===== config.mk =====
export PLATFORM = sky130hd
export DESIGN_NAME = wb_arbiter
export DESIGN_NICKNAME = d
export VERILOG_FILES = /design/src/rtl/wb_arbiter.sv
export SDC_FILE = /design/constraint.sdc
export NUM_CORES = 1
export LEC_CHECK = 0
export CELL_PAD_IN_SITES_DETAIL_PLACEMENT = 1
export CELL_PAD_IN_SITES_GLOBAL_PLACEMENT = 2
export CORE_MARGIN = 2
export CORE_UTILIZATION = 32
export DETAILED_ROUTE_END_ITERATION = 6
export GPL_TIMING_DRIVEN = 0
export HOLD_SLACK_MARGIN = 0.12
export PLACE_DENSITY = 0.87
export SYNTH_ARGS = -nofsm -noshare
export SYNTH_HDL_FRONTEND = slang
export SYNTH_SLANG_ARGS = --single-unit

===== constraint.sdc =====
create_clock -name clk -period 7.6 [get_ports clk]
set_clock_uncertainty 0.2 [all_clocks]
set_input_delay 1.9 -clock clk [delete_from_list [all_inputs] [get_ports clk]]
set_output_delay 1.9 -clock clk [all_outputs]
set_load 0.01 [all_outputs]

===== src/rtl/wb_arbiter.sv =====
// Writeback arbiter: merges two in-order issue lanes and a queued long-latency
// result stream onto the register file's two write ports in program order.
module wb_arbiter #(
    parameter int DATA_WIDTH = 32,
    parameter int ADDR_WIDTH = 5,
    parameter int LQ_DEPTH   = 4
) (
    input  logic                        clk,
    input  logic                        reset,
    input  logic                        laneA_valid_i,
    input  logic [ADDR_WIDTH-1:0]       laneA_rd_i,
    input  logic [DATA_WIDTH-1:0]       laneA_data_i,
    input  logic                        laneB_valid_i,
    input  logic [ADDR_WIDTH-1:0]       laneB_rd_i,
    input  logic [DATA_WIDTH-1:0]       laneB_data_i,
    input  logic                        lat_valid_i,
    input  logic [ADDR_WIDTH-1:0]       lat_rd_i,
    input  logic [DATA_WIDTH-1:0]       lat_data_i,
    output logic                        lat_ready_o,
    output logic [1:0]                  we_o,
    output logic [ADDR_WIDTH-1:0]       ad3A_o,
    output logic [DATA_WIDTH-1:0]       wd3A_o,
    output logic [ADDR_WIDTH-1:0]       ad3B_o,
    output logic [DATA_WIDTH-1:0]       wd3B_o,
    output logic [$clog2(LQ_DEPTH):0]   lq_count_o
);
    localparam int PW = $clog2(LQ_DEPTH);
    localparam int CW = PW + 1;

    logic [ADDR_WIDTH-1:0] q_rd   [LQ_DEPTH];
    logic [DATA_WIDTH-1:0] q_data [LQ_DEPTH];
    logic [LQ_DEPTH-1:0]   q_live;
    logic [PW-1:0]         head, tail;
    logic [CW-1:0]         occ;

    logic                  a_wr, b_wr, enq, enq_live;
    logic [LQ_DEPTH-1:0]   kill;
    logic                  dr_a, dr_b;
    logic [PW-1:0]         dr_a_idx, dr_b_idx;
    logic [CW-1:0]         pop;
    logic                  used_a, used_b, stop, took;
    logic [ADDR_WIDTH-1:0] took_rd;
    logic [PW-1:0]         idx;

    assign b_wr = laneB_valid_i && (laneB_rd_i != '0);
    assign a_wr = laneA_valid_i && (laneA_rd_i != '0) && !(b_wr && (laneB_rd_i == laneA_rd_i));

    assign lat_ready_o = (occ < CW'(LQ_DEPTH));
    assign enq         = lat_valid_i && lat_ready_o;
    assign enq_live    = (lat_rd_i != '0)
                         && !(a_wr && (lat_rd_i == laneA_rd_i))
                         && !(b_wr && (lat_rd_i == laneB_rd_i));

    // A lane write this cycle is younger than anything queued for the same rd.
    always_comb begin
        for (int i = 0; i < LQ_DEPTH; i++)
            kill[i] = (a_wr && (q_rd[i] == laneA_rd_i)) || (b_wr && (q_rd[i] == laneB_rd_i));
    end

    always_comb begin
        lq_count_o = '0;
        for (int i = 0; i < LQ_DEPTH; i++)
            if ((CW'(i) < occ) && q_live[head + PW'(i)])
                lq_count_o = lq_count_o + CW'(1);
    end

    // Walk from head: dead entries pop for free; live ones take A then B.
    // A second live entry with the same rd waits a cycle so the two writes stay ordered.
    always_comb begin
        used_a   = a_wr;
        used_b   = b_wr;
        stop     = 1'b0;
        took     = 1'b0;
        took_rd  = '0;
        idx      = '0;
        dr_a     = 1'b0;
        dr_b     = 1'b0;
        dr_a_idx = '0;
        dr_b_idx = '0;
        pop      = '0;
        for (int i = 0; i < LQ_DEPTH; i++) begin
            idx = head + PW'(i);
            if (!stop && (CW'(i) < occ)) begin
                if (!q_live[idx] || kill[idx]) begin
                    pop = pop + CW'(1);
                end else if (took && (q_rd[idx] == took_rd)) begin
                    stop = 1'b1;
                end else if (!used_a) begin
                    used_a   = 1'b1;
                    dr_a     = 1'b1;
                    dr_a_idx = idx;
                    took     = 1'b1;
                    took_rd  = q_rd[idx];
                    pop      = pop + CW'(1);
                end else if (!used_b) begin
                    used_b   = 1'b1;
                    dr_b     = 1'b1;
                    dr_b_idx = idx;
                    took     = 1'b1;
                    took_rd  = q_rd[idx];
                    pop      = pop + CW'(1);
                end else begin
                    stop = 1'b1;
                end
            end
        end
    end

    always_ff @(posedge clk) begin
        if (!reset) begin
            head   <= '0;
            tail   <= '0;
            occ    <= '0;
            q_live <= '0;
            we_o   <= '0;
            ad3A_o <= '0;
            wd3A_o <= '0;
            ad3B_o <= '0;
            wd3B_o <= '0;
        end else begin
            q_live <= q_live & ~kill;
            if (enq) begin
                q_rd[tail]   <= lat_rd_i;
                q_data[tail] <= lat_data_i;
                q_live[tail] <= enq_live;
            end
            head <= head + pop[PW-1:0];
            tail <= tail + PW'(enq);
            occ  <= occ - pop + CW'(enq);
            we_o <= {a_wr || dr_a, b_wr || dr_b};
            if (a_wr) begin
                ad3A_o <= laneA_rd_i;
                wd3A_o <= laneA_data_i;
            end else if (dr_a) begin
                ad3A_o <= q_rd[dr_a_idx];
                wd3A_o <= q_data[dr_a_idx];
            end
            if (b_wr) begin
                ad3B_o <= laneB_rd_i;
                wd3B_o <= laneB_data_i;
            end else if (dr_b) begin
                ad3B_o <= q_rd[dr_b_idx];
                wd3B_o <= q_data[dr_b_idx];
            end
        end
    end
endmodule


Word-level counts from Yosys, hierarchy flattened
Memories as Yosys holds them, arrays and structs flattened. A register that Yosys moved wholly into a read port is not among the register bits.
Index checks and enable logic that the tools add are counted.

storage, ports and cells
  input port bits = 116
  bits in registers = 87
  memories kept = 2
  bits in writable memories = 148

cells by class
  $lt $le $gt $ge = 11
  add/subtract/negate cells = 13
  equal/unequal tests = 14
  reduce and logical (&&, ||, !) cells = 53
  multiplexer cells = 183
  bitwise logic cells = 2

memory list
  name    depth  width  read ports  clocked after memory_dff  write ports  line  RTL
  q_data  4      32     2           0                         1            31    logic [DATA_WIDTH-1:0] q_data [LQ_DEPTH];
  q_rd    4      5      10          1                         1            30    logic [ADDR_WIDTH-1:0] q_rd [LQ_DEPTH];

operator list
  kind                                                number
  two-way mux 32 bit                                  4
  two-way mux 1 bit                                   97
  two-way mux 5 bit                                   18
  == test 5 bit                                       14
  two-way mux 2 bit                                   35
  two-way mux 3 bit                                   18
  logical AND 1 bit                                   28
  adder 3 x 1 -> 3 bit, second input constant         6
  binary-select mux 1 bit (select 2 bit)              8
  < comparator 2 x 3 -> 1 bit, second input constant  5
  nonzero test 5 bit                                  3
  zero test 1 bit                                     10
  logical OR 1 bit                                    10
  < comparator 1 x 3 -> 1 bit, first input constant   2
  < comparator 2 x 3 -> 1 bit, first input constant   2
  adder 2 bit, second input constant                  2
  bitwise AND 4 bit                                   1
  bitwise mux 4 bit                                   1
  two-way mux 4 bit                                   1
  NOT 4 bit                                           1
  nonzero test 2 bit                                  2
  adder 3 x 1 -> 3 bit                                1
  < comparator 3 bit, second input constant           1
  subtractor 3 bit                                    1
  other kinds (5)                                     5

Longest topological paths before layout
  depth in word-level cells = 32
  mapped depth = 27

Worst setup path before layout
Ideal clock, no wire load.

  kind = input to register
  from = input port laneA_rd_i[2]
  to = register occ[2]
  cell stages on the path = 27
  setup slack = 154 ps
  arrival time = 7129 ps
  library setup time = 117 ps
  path through = buf_4 -> or4_4 -> o21a_4 -> o31ai_4 -> buf_6 -> nor2_1 -> o32a_1 -> a21oi_1 -> buf_6 -> o2111ai_1 -> or3_1 -> nand4_2 -> mux2i_1 -> xnor2_1 -> a32o_1 -> a211oi_2 -> xor2_1 -> ha_1 -> inv_1 -> ha_1 -> inv_1 -> fa_1 -> xnor2_1 -> xnor2_1 -> xnor2_1 -> and3_1 -> nor3_1

on the way
  longest elaborated chain between the ends = 31
  elaborated cells between the ends (all ways) = 123

ends and longest elaborated chain
  item                                     line         RTL
  start, declared                          11           input logic [ADDR_WIDTH-1:0] laneA_rd_i,
  == test 5 bit                            46           assign a_wr = laneA_valid_i && (laneA_rd_i != '0) && !(b_wr && (laneB_rd_i == laneA_rd_i));
  logical AND 1 bit                        46
  zero test 1 bit                          46
  logical AND 1 bit                        46
  logical AND 1 bit                        57           kill[i] = (a_wr && (q_rd[i] == laneA_rd_i)) || (b_wr && (q_rd[i] == laneB_rd_i));
  logical OR 1 bit                         57
  binary-select mux 1 bit (select 2 bit)   84           if (!q_live[idx] || kill[idx]) begin
  two-way mux 1 bit (not written as such)  84
  [15 not listed]                          --
  adder 3 x 1 -> 3 bit                     85, 94, 101
  two-way mux 3 bit                        95           end else if (!used_b) begin
  two-way mux 3 bit                        88           end else if (!used_a) begin
  two-way mux 3 bit                        86           end else if (took && (q_rd[idx] == took_rd)) begin
  two-way mux 3 bit                        84
  two-way mux 3 bit (*)                    83           if (!stop && (CW'(i) < occ)) begin
  subtractor 3 bit (*)                     129          occ <= occ - pop + CW'(enq);
  adder 3 x 1 -> 3 bit (*)                 129
  end signal, assigned                     129
  end, declared                            34           logic [CW-1:0] occ;

Mark *: on every way between the ends. The rest lies on a longest branch, timed or not. The select of a mux whose other input is x is not followed.
A chain may end at the register's enable or synchronous reset.

Final worst setup path
  from = input port laneA_rd_i[3]
  to = register occ[2]

Same word-level chain as after synthesis.

==> impl_metrics.json <==
{
  "drive_gt1_share_pct": 11.3,
  "tightestPinTransition_ps": 1300,
  "syn_inst": 1432,
  "syn_area_um2": 14100,
  "drtIter0Drc": 1015,
  "vdd_drop_max_mv": 0.170,
  "cts_tree": "done",
  "hold_buffers": 0,
  "slew_violations": 0,
  "critical_path.max_fanout": 8,
  "synth_top_family_by_area": "compound AO/OA/AOI/OAI gates",
  "place.gp.congestion": 0.916,
  "die-width_um": 214,
  "drt-total-wl_um": 59600,
  "multi_input_area_um2": 7520,
  "vias": 13242,
  "cp.arrival_ps": 7650,
  "stdcell_area_um2": 18100,
  "design.portCount": 196,
  "worstSetupPathType": "in -> reg",
  "ys_async_sr_fraction_pct": 0,
  "setup_viol": 0,
  "place_area_um2": 16800,
  "die_h_um": 214,
  "final_cell_mix": "clkdlybuf4s50_1, o21ai_0, edfxtp_1",
  "synthMuxAreaShare_pct": 8.94,
  "synth-seq-cells": 235,
  "synth_compound_area_share_pct": 25.6,
  "cts_buffer_depth": 3,
  "grt_use_total_pct": 25.6,
  "hp-class": "reg -> reg",
  "ys_warn_count": 0,
  "area_growth_pct": 28.6,
  "grt_first_pass_wirelength_um": 87200,
  "post-route-period-util_pct": 97.7,
  "grt_max_degree": 20,
  "core_um2": 43300,
  "critPathLaunchType": "input port",
  "firstDrtPassIters": 5,
  "port_buffers": 184,
  "htreeDepth": 1,
  "power_per_cell_area_nw_per_um2": 301,
  "status": "completed",
  "drv_cap": 0,
  "hold_violations": 0,
  "dieArea_um2": 45700,
  "numCtsBuffers": 26,
  "worstSkewPairLatency_ps": 560,
  "grt_pass1_vias": 13913,
  "end_kind": "flip-flop",
  "synth_edf_count": 148,
  "ant_nets": 0,
  "numClockSinks": 235,
  "fill_cells": 4823,
  "nets": 1801,
  "gr-total-overflow": 0,
  "synth_nets": 1560,
  "period_needed_ps": 7430,
  "antenna_found_initial": 5,
  "synthAdderAreaFrac_pct": 1.12,
  "avgSynthCellArea_um2": 9.82,
  "maxSlewHeadroom_pct": 12.4,
  "max_freq_mhz": 135,
  "leakage_nw": 6.68,
  "dominantRegCellSynth": "edfxtp_1",
  "final_common_cell": "clkdlybuf4s50_1",
  "clk_transition_reported_paths_ps": 60,
  "total_power_mw": 5.44,
  "routed_via_density": 5.81,
  "setup_tns_ps": 0,
  "placementRows": 76,
  "cp_slowest_cell": "or4_4",
  "yosysSeqAreaShare_pct": 44.0,
  "drc_errors": 0,
  "cpPeakStageDelay_ps": 530,
  "regArea_um2": 6190,
  "synth_xor_area_share_pct": 5.85,
  "start_util_pct": 32.5,
  "synthSimpleGateAreaFrac_pct": 9.85,
  "dpl.hpwl_um": 43200,
  "ys_types": 84,
  "clock-root-buffer": "clkbuf_16",
  "cp_data_required_time_ps": 7830,
  "wl_per_cell_um": 26.1
}
[worst max-delay path: cells and delay by family]
family | cells | cell delay [ps]
mux | 1 | 290
simple gates | 6 | 1360
buf+inv | 5 | 650
fa+ha+maj | 3 | 720
compound gates | 7 | 1880
xor+xnor | 5 | 810
[area by class of cell]
type | count | area share (%)
antenna | 1 | 0.0138
buffer | 135 | 3.47
clock buffer | 33 | 3.92
clock inverter | 14 | 0.678
inverter | 13 | 0.270
multi-input combinational | 1048 | 41.6
sequential | 235 | 34.2
tap | 585 | 4.05
timing repair buffer | 214 | 11.8
[worst paths after layout]
| kind | slack (ps) | depth (start not counted) | startpoint | end |
|---|---|---|---|---|
| worst min register to register | 330 | 2 | wd3A_o[2] | wd3A_o[2] |
| worst min-delay path | 330 | 2 | wd3A_o[2] | wd3A_o[2] |
| worst max-delay path | 170 | 27 | laneA_rd_i[3] | occ[2] |
| worst max register to register | 610 | 27 | head[1] | occ[2] |
[per-stage QoR]
stage          utilization [%]  std cells  hold slack (ps)  setup slack [ps]
5_1_grt                   41.8       2277              373             -64.5
3_5_place_dp              38.8       2209              313              -893
6_report                  41.8       2278              326               174
3_3_place_gp              38.5       2201              298             -1940
2_1_floorplan                -       1432              314               154
4_1_cts                   41.0       2263              332              5.62
[logic make-up after synthesis]
group,after synthesis
AO/OA/AOI/OAI,548
AND/OR/NAND/NOR,282
flip-flops,235
buffers and inverters,149
multiplexers,112
XOR/XNOR,94
adder cells (fa/ha/maj),12
[repair_timing]
item,4_1_cts,5_1_grt
cloned,0,0
pin swaps,5,16
gates resized for setup,14,45
setup buffers,8,14
setup endpoints to repair,4,3
[synthesized netlist by cell type (3+ instances only)]
cell type  number  area (µm²)
a211oi_1        4        30.0
a211oi_2        3        37.5
a21boi_0       34         255
a21boi_1       41         308
a21oi_1        54         270
a22oi_1        35         263
a31oi_1        40         250
and2_1          7        43.8
and3_1         49         307
and4_1          3        26.3
buf_1           7        26.3
buf_2          29         145
buf_4           5        37.5
buf_6           6        67.6
clkbuf_1       89         334
dfxtp_1        87        1740
edfxtp_1      148        4440
ha_1           11         138
inv_1          12        45.0
mux2_2          9         101
mux2i_1        93         931
mux4_2         10         225
nand2_1        76         285
nand2b_1        6        37.5
nand3_1        18        90.1
nand4_1         6        37.5
nor2_1         74         278
nor2b_1         3        18.8
nor3_1         12        60.1
nor4_1          6        37.5
o211a_1         4        40.0
o211ai_1        7        52.6
o21a_1          3        22.5
o21ai_0       148         741
o21ai_1        58         290
o22ai_1        43         269
o2bb2ai_1      32         280
or2_1           4        25.0
or2_2           6        37.5
or3_1           4        25.0
xnor2_1        60         526
xor2_1         34         298
[sequential cells by signal (all words and copies together) (netlist names), 3 cells and up]
signal	count
ad3A_o	5
ad3B_o	5
occ	3
q_data	128
q_live	4
q_rd	20
wd3A_o	32
wd3B_o	32
[power breakdown]
group | switching (mW) | leakage, nW | internal (mW)
combinational | 1.52 | 4.21 | 1.01
clock | 0.543 | 0.410 | 0.725
sequential | 0.119 | 2.06 | 1.52
total | 2.18 | 6.68 | 3.26
[per-layer routing]
layer	wire length (µm)	GRT usage, %	vias to the layer above
met1	25100	33.3	6675
li1	-	-	5891
met3	3860	4.34	139
met5	56	0	-
met2	28500	42.9	529
met4	2060	9.29	8
No activity file was read; power rests on OpenSTA's default activity.
